[src/rtl/mdu_iterative.sv]
// Iterative multiply/divide unit owning HI/LO for the EX stage (shift-add multiply, restoring divide).
// Optional build macro MDU_FAST_MUL_EN: single-cycle combinational MULT/MULTU, divides stay iterative.
module mdu_iterative #(
  parameter int unsigned WIDTH = 32
) (
  input  logic             clk,
  input  logic             rst_n,
  input  logic             MDUStartE,
  input  logic [2:0]       MDUOpE,
  input  logic [WIDTH-1:0] SrcAE,
  input  logic [WIDTH-1:0] SrcBE,
  output logic             MDUReadyE,
  output logic [WIDTH-1:0] HiE,
  output logic [WIDTH-1:0] LoE
);

  localparam int unsigned CntW = (WIDTH > 1) ? $clog2(WIDTH) : 1;
  localparam int unsigned DW = 2 * WIDTH;
  localparam logic [CntW-1:0] LastCnt = CntW'(WIDTH - 1);

  typedef enum logic [1:0] {IDLE, BUSY, DONE} mduStateT;

  mduStateT state, nextState;

  logic [CntW-1:0]  cnt;
  logic [WIDTH:0]   acc, accNext, addSum, mulSum, shifted, diff;
  logic [WIDTH-1:0] quo, quoNext, mcand;
  logic             divOp, negQ, negR, divZero;
  logic             isSignedOp, aNeg, bNeg, longStart;
  logic [WIDTH-1:0] aMag, bMag, quoRes, remRes;
  logic [DW-1:0]    prodMag, prodRes;

  // Signed ops run on magnitudes; the sign is restored when the result is written.
  assign isSignedOp = ~MDUOpE[0];
  assign aNeg = isSignedOp & SrcAE[WIDTH-1];
  assign bNeg = isSignedOp & SrcBE[WIDTH-1];
  assign aMag = aNeg ? -SrcAE : SrcAE;
  assign bMag = bNeg ? -SrcBE : SrcBE;

`ifdef MDU_FAST_MUL_EN
  logic [DW-1:0] fastMag, fastProd;
  assign longStart = MDUStartE & ~MDUOpE[2] & MDUOpE[1];
  assign fastMag = {{WIDTH{1'b0}}, aMag} * {{WIDTH{1'b0}}, bMag};
  assign fastProd = (aNeg ^ bNeg) ? -fastMag : fastMag;
`else
  assign longStart = MDUStartE & ~MDUOpE[2];
`endif

  // One iteration: acc is the partial product high half or the running remainder.
  always_comb begin
    addSum  = acc + {1'b0, mcand};
    mulSum  = quo[0] ? addSum : acc;
    shifted = {acc[WIDTH-1:0], quo[WIDTH-1]};
    diff    = shifted - {1'b0, mcand};
    accNext = acc;
    quoNext = quo;
    if (divOp) begin
      if (!diff[WIDTH]) begin
        accNext = diff;
        quoNext = {quo[WIDTH-2:0], 1'b1};
      end else begin
        accNext = shifted;
        quoNext = {quo[WIDTH-2:0], 1'b0};
      end
    end else begin
      accNext = {1'b0, mulSum[WIDTH:1]};
      quoNext = {mulSum[0], quo[WIDTH-1:1]};
    end
  end

  // Final-iteration results with sign correction; zero divisor forces an all-ones quotient.
  always_comb begin
    prodMag = {accNext[WIDTH-1:0], quoNext};
    prodRes = negQ ? -prodMag : prodMag;
    quoRes  = divZero ? {WIDTH{1'b1}} : (negQ ? -quoNext : quoNext);
    remRes  = negR ? -accNext[WIDTH-1:0] : accNext[WIDTH-1:0];
  end

  always_ff @(posedge clk or negedge rst_n) begin
    if (!rst_n) state <= IDLE;
    else        state <= nextState;
  end

  always_comb begin
    nextState = state;
    MDUReadyE = 1'b1;
    case (state)
      IDLE: begin
        if (longStart) begin
          nextState = BUSY;
          MDUReadyE = 1'b0;
        end
      end
      BUSY: begin
        MDUReadyE = 1'b0;
        if (cnt == LastCnt) nextState = DONE;
      end
      DONE:    nextState = IDLE;
      default: nextState = IDLE;
    endcase
    if (!rst_n) MDUReadyE = 1'b1;
  end

  always_ff @(posedge clk or negedge rst_n) begin
    if (!rst_n) begin
      HiE     <= '0;
      LoE     <= '0;
      acc     <= '0;
      quo     <= '0;
      mcand   <= '0;
      cnt     <= '0;
      divOp   <= 1'b0;
      negQ    <= 1'b0;
      negR    <= 1'b0;
      divZero <= 1'b0;
    end else begin
      case (state)
        IDLE: begin
          if (MDUStartE) begin
            if (longStart) begin
              acc     <= '0;
              quo     <= aMag;
              mcand   <= bMag;
              cnt     <= '0;
              divOp   <= MDUOpE[1];
              negQ    <= aNeg ^ bNeg;
              negR    <= aNeg;
              divZero <= MDUOpE[1] & (SrcBE == '0);
            end
`ifdef MDU_FAST_MUL_EN
            else if (MDUOpE[2:1] == 2'b00) begin
              {HiE, LoE} <= fastProd;
            end
`endif
            else if (MDUOpE == 3'b100) begin
              HiE <= SrcAE;
            end else if (MDUOpE == 3'b101) begin
              LoE <= SrcAE;
            end
          end
        end
        BUSY: begin
          acc <= accNext;
          quo <= quoNext;
          cnt <= cnt + 1'b1;
          if (cnt == LastCnt) begin
            if (divOp) begin
              HiE <= remRes;
              LoE <= quoRes;
            end else begin
              {HiE, LoE} <= prodRes;
            end
          end
        end
        default: ;
      endcase
    end
  end

endmodule

[config.mk]
export PLATFORM = sky130hd
export DESIGN_NAME = mdu_iterative
export DESIGN_NICKNAME = d
export VERILOG_FILES = /design/src/rtl/mdu_iterative.sv
export SDC_FILE = /design/constraint.sdc
export NUM_CORES = 1
export LEC_CHECK = 0
export CORE_MARGIN = 2
export CORE_UTILIZATION = 40
export DETAILED_ROUTE_END_ITERATION = 16
export DONT_BUFFER_PORTS = 1
export PLACE_DENSITY = 0.57
export SKIP_LAST_GASP = 1
export SLEW_MARGIN = 25
export SYNTH_ARGS = -nofsm -noshare
export SYNTH_HDL_FRONTEND = slang
export SYNTH_SLANG_ARGS = --single-unit
[constraint.sdc]
create_clock -name clk -period 10.5 [get_ports clk]
set_input_delay 2.625 -clock clk [delete_from_list [all_inputs] [get_ports clk]]
set_output_delay 2.625 -clock clk [all_outputs]
set_load 0.05 [all_outputs]
==> key figures, run 1 <==
CTS
  – Root buf cell: clkbuf_16
  – CTS max path bufs: 2
  – Clk sink count: 172
  – Num CTS Buffers: 17
  – Cts hold-fix bufs: 0
  – Clk_lat worst skew: between 0.4 and 0.5 ns
  – H-tree depth: 4
  – Post-cts repair resize count: 0
  – Clock slew seen by the registers of the worst setup and hold paths: 0.08 ns
  – CTS tree: done
  – Post-CTS Setup Inserts: 0

Synthesis
  – Post-synth EDFFs: 0
  – Synth top area share: between 20% and 30%
  – Mapped Area: roughly 0.016 mm2
  – Ranking of synthesized cells by area: dfrtp_1, o21ai_0, nand2_1, ha_1, a21oi_1
  – Yosys reg bits: 172
  – Seq/Total Area, Yosys: 27.2%
  – Post-Synthesis Cells: 2066
  – Synth area leader: dfrtp_1
  – Ys flop type: dfrtp_1
  – Cell variety after synth: 105
  – Post-Syn Nets: 2209
  – Yosys Warn Count: 0
  – Syn avg cell area: 7.67 um2
  – Async SR Flop Fraction: 100%

Placement
  – Routability cong.: 0.958
  – Post-DP HPWL: about 43000 um
  – IO buf count: 0

Floorplanning
  – # rows: 72
  – Die Area: 0.0412 mm2
  – Die width: 203 um
  – Die Ht: just over 200 um
  – IO Count: between 100 and 150
  – Initial Util: between 40% and 50%
  – Core area: 0.0389 mm2

Route
  – Drt first pass iters: 8
  – ANT nets after route: 0
  – Drt wl/cell: 23.2 um
  – DR vias/cell: 6.33
  – Drc violations: 0
  – DR iter-0 viols: 1545
  – Routed via count: 15.9k
  – Routed wire length: a little under 60000 um

Timing
  – Fin crit period: 7.58 ns
  – Final hold viol count: 0
  – Slew at the pin with the worst max-slew slack: 1.10 ns
  – Final period util: 72.2%
  – Max Clk Rate: 132 MHz
  – Final setup TNS: 0 ns
  – Max-slew violations: 0
  – Clock skew: about 0.016 ns
  – Finish-stage setup viols: 0
  – Unrepaired setup endpoints after global routing: false
  – Final hold slack: 0.509 ns
  – Relative slew slack: 26.5%

Worst setup path
  – Worst EP required: 10.81 ns
  – CP peak stage delay: roughly 0.50 ns
  – WS Path Type: flop to flop
  – Crit-path slowest cell: inv_1
  – Arrival time at the worst endpoint: 7.89 ns
  – Worst setup SP type: flop
  – Worst Path Max Fanout: 37
  – Crit end category: flop

GRT
  – Number of global-route vias before repair: 15.1k
  – GRT overflow: 0
  – Largest net degree at the start of global routing: 174
  – First-pass GRT wire length: 90400 um
  – Initial antenna violation count: 0
  – Tot GR Track Use: 28.0%

Status
  – Status: complete, no violations

Cells and area
  – Commonest non-fill, non-tap cell in the layout: nand2_1
  – Most frequent cells in the layout: nand2_1, o21ai_0, dfrtp_1
  – Register area: 0.00431 mm2
  – Area of the multi-input gates: 0.0108 mm2
  – NumNets Final: 2117
  – Layout cell share with drive strength beyond 1: 6.24%
  – Synth-to-Final Area Change: 5.90%
  – # fillers: 4045
  – ANT cells: 0

Min path
  – Hold WC Path Type: flop to flop

Run
  – Max Cap Viol: 0
## per-stage QoR
stage	util, %	instance area, um2	setup slack, ns	instances
after global placement	41.6	16200	3.14	2473
after global routing	43.1	16800	2.57	2505
after floorplan	-	15800	3.62	2066
final	43.1	16800	2.92	2505
after CTS	43.1	16800	3.06	2505
after detailed placement	41.6	16200	3.06	2473
## critical path, delay by kind of cell, from the launching register on
family	cells	cell delay, ns
xor gates and xnor gates	1	0.16
buffers and inverters	4	0.94
DFF	1	0.39
adders and majority gates	4	0.96
and+or+nand+nor	8	2.28
AOI/OAI and AO/OA	11	2.68
## worst paths after layout
check / to / start / slack [ns] / cells past startpoint
min: divZero$_DFFE_PN0P_ / divZero$_DFFE_PN0P_ / 0.51 / 2
max in group asynchronous: acc[28]$_DFFE_PN0P_ / rst_n / 7.94 / 0
max reg2reg: HiE[26]$_DFFE_PN0P_ / quo[31]$_DFFE_PN0P_ / 2.92 / 28
max: HiE[26]$_DFFE_PN0P_ / quo[31]$_DFFE_PN0P_ / 2.92 / 28
min reg2reg: divZero$_DFFE_PN0P_ / divZero$_DFFE_PN0P_ / 0.51 / 2
min in group asynchronous: mcand[7]$_DFFE_PN0P_ / rst_n / 1.87 / 0
## cell usage after synthesis, types with 15 or more instances
cell / count
nor2_1: 151
a21oi_1: 133
a31oi_1: 20
nand3_1: 73
inv_1: 69
or3_1: 35
o21a_1: 17
a221oi_1: 24
nand4_1: 23
o31ai_1: 30
a21o_1: 21
clkbuf_1: 89
o211ai_1: 29
buf_1: 16
mux2i_1: 47
o21ai_1: 15
xor2_1: 69
o22ai_1: 53
ha_1: 71
dfrtp_1: 172
nor4_1: 23
xnor2_1: 63
o21ai_0: 229
nand2_1: 276
buf_2: 23
nor3_1: 43
## layout make-up
type	count	share of cell area, %
inverters	70	1.57
well taps	518	3.86
clock buffers	18	2.62
repair buffers	20	0.895
clock inverters	14	1.04
flip-flops and latches	172	25.7
multi-input cells	1693	64.4
## layer usage
layer / wire length [um] / global-route usage [%]
met1: 26300 / 38.6
met2: 26100 / 43.9
met3: 4020 / 5.36
met4: 1800 / 9.78
met5: 0 / 0
## state kept, by name (all words and copies together) (netlist names)
name     count
HiE         32
LoE         32
acc         33
cnt          5
divOp        1
divZero      1
mcand       32
negQ         1
negR         1
quo         32
state        2
## kinds of logic (layout without fill, tap and decap cells)
logic type | after synthesis | after routing | share of synthesized area (%)
AOI/OAI and AO/OA | 680 | 680 | 27.6
DFF | 172 | 172 | 27.2
buffers and inverters | 201 | 122 | 5.02
muxes | 60 | 60 | 3.96
and+or+nand+nor | 748 | 748 | 23.1
adders and majority gates | 73 | 73 | 5.86
xor gates and xnor gates | 132 | 132 | 7.29
Power of run 1 is not shown: default switching activity piles up to over one toggle a cycle in this logic, so the estimate is an artifact.
==> run 2, diff against run 1 <==
Clock period 10.5 ns to 7.05 ns, I/O delays scaled along.
==> run 2 against run 1 <==
Setup slack got worse by 2.5 ns. Critical endpoint is now HiE[28]$_DFFE_PN0P_. First-iteration DRC count fell by 13%. Cell count grew 0.60%. Routed wire length increased by 0.62%. Register-to-register slack worse by 2.5 ns. Utilization grew 0.25 points. Sequential share of layout area shrank 0.15 points. Global-route usage is 0.47 points higher. Cell area up 0.57%.
==> key figures, run 2 (synthesis results as in run 1) <==
Min path
  – Hold Startpoint: divZero$_DFFE_PN0P_
  – Hold WC Path Type: flop to flop

GRT
  – Initial antenna violation count: 0
  – First-pass GRT wire length: 91800 um
  – GRT overflow: 0
  – Tot GR Track Use: between 20 and 30%
  – Number of global-route vias before repair: 15.1k
  – Largest net degree at the start of global routing: ~170

Timing
  – Max Clk Rate: 151 MHz
  – Final hold slack: 0.497 ns
  – Slew at the pin with the worst max-slew slack: around 0.96 ns
  – Clock skew: between 0.01 and 0.015 ns
  – Final period util: between 90% and 100%
  – Max-slew violations: 0
  – Final hold viol count: 0
  – Fin crit period: roughly 6.6 ns
  – Finish-stage setup viols: 0
  – Relative slew slack: 35.8%
  – Final setup TNS: 0 ns
  – Unrepaired setup endpoints after global routing: false

Floorplanning
  – Initial Util: roughly two fifths
  – Die Ht: ~200 um
  – Die Area: 0.0412 mm2
  – IO Count: approximately 140
  – # rows: 72
  – Die width: 203 um
  – Core area: 0.0389 mm2

CTS
  – Clk_lat worst skew: around 0.46 ns
  – Clock slew seen by the registers of the worst setup and hold paths: 0.08 ns
  – Root buf cell: clkbuf_16
  – Clk sink count: 172
  – Post-CTS Setup Inserts: 0
  – Post-cts repair resize count: 0
  – H-tree depth: 4
  – CTS tree: done
  – Num CTS Buffers: 17
  – Cts hold-fix bufs: 0
  – CTS max path bufs: 2

Worst setup path
  – CP peak stage delay: 0.43 ns
  – Crit-path slowest cell: fa_1
  – Reg-to-Reg Start: quo[31]$_DFFE_PN0P_
  – Arrival time at the worst endpoint: 6.95 ns
  – Worst R2R Path Depth: 25
  – Worst setup SP type: flop
  – Crit end category: flop
  – Worst EP required: 7.39 ns
  – WS Path Type: flop to flop
  – R2r setup slk: roughly 0.44 ns
  – CP endpoint: HiE[28]$_DFFE_PN0P_
  – CP Launch Point: quo[31]$_DFFE_PN0P_
  – Reg2Reg Capture Point: HiE[28]$_DFFE_PN0P_
  – Worst Path Max Fanout: 12

Cells and area
  – Synth-to-Final Area Change: 6.51%
  – Largest reg by FF count: acc
  – Most frequent cells in the layout: nand2_1, o21ai_0, dfrtp_1
  – Commonest non-fill, non-tap cell in the layout: nand2_1
  – Largest register FFs: 33
  – Layout cell share with drive strength beyond 1: 6.89%
  – ANT cells: 0
  – NumNets Final: 2132

Route
  – Drt wl/cell: 23.2 um
  – Drc violations: 0
  – ANT nets after route: 0
  – Routed via count: ~16k
  – DR iter-0 viols: 1351
  – Routed wire length: 58600 um
  – Drt first pass iters: 5
  – DR vias/cell: 6.26

Placement
  – Post-DP HPWL: 43900 um
  – IO buf count: 0
  – Routability cong.: 0.952

Status
  – Status: complete, no violations

Run
  – Max Cap Viol: 0
-- run 2: changes by cell type in the layout (fill, tap and decap cells not counted), sizes merged --
cell	change
buf	+15
clkbuf	+1
clkinv	+2
clkinvlp	-2
inv	-1
-- run 2: layout make-up --
| cell class | count | area, um2 |
|---|---|---|
| Clock buffer | 19 | 443 |
| Clock inverter | 13 | 155 |
| Fill cell | 3969 | 22000 |
| Inverter | 70 | 263 |
| Multi-Input combinational cell | 1693 | 10800 |
| Sequential cell | 172 | 4310 |
| Tap cell | 518 | 648 |
| Timing Repair Buffer | 35 | 263 |
-- run 2: worst min path at each step --
stage                           to  slack (ns)  cells after the start
2_1_floorplan  divZero$_DFFE_PN0P_        0.45                      2
3_3_place_gp   divZero$_DFFE_PN0P_        0.48                      2
3_5_place_dp   divZero$_DFFE_PN0P_        0.49                      2
4_1_cts        divZero$_DFFE_PN0P_        0.51                      2
5_1_grt        divZero$_DFFE_PN0P_        0.53                      2
6_report       divZero$_DFFE_PN0P_        0.50                      2
-- run 2: critical path: cells and delay by family, from the launching register on --
family	cells	cell delay, ns
XOR/XNOR	1	0.17
buffers and inverters	3	0.44
AO/OA/AOI/OAI	11	2.44
AND/OR/NAND/NOR	5	1.36
flip-flops	1	0.41
adder cells (fa/ha/maj)	4	1.29
multiplexers	1	0.36
-- run 2: through the flow --
step | util (%) | std cells | cell area, um2 | worst slack, ns
after detailed placement | 41.8 | 2488 | 16300 | 0.614
after CTS | 43.4 | 2520 | 16900 | 0.544
after global routing | 43.4 | 2520 | 16900 | 0.105
final | 43.4 | 2520 | 16900 | 0.439
after floorplan | - | 2066 | 15800 | 1.28
after global placement | 41.8 | 2488 | 16300 | 0.771
-- run 2: layer usage --
metal	GRT usage, %	vias to the layer above	part of all wire, %
li1	-	7429	-
met4	8.13	0	2.3
met5	0	-	0
met2	44.9	587	45
met1	40.3	7683	46
met3	4.59	78	6.5
Power of run 2 is left out for the same reason.
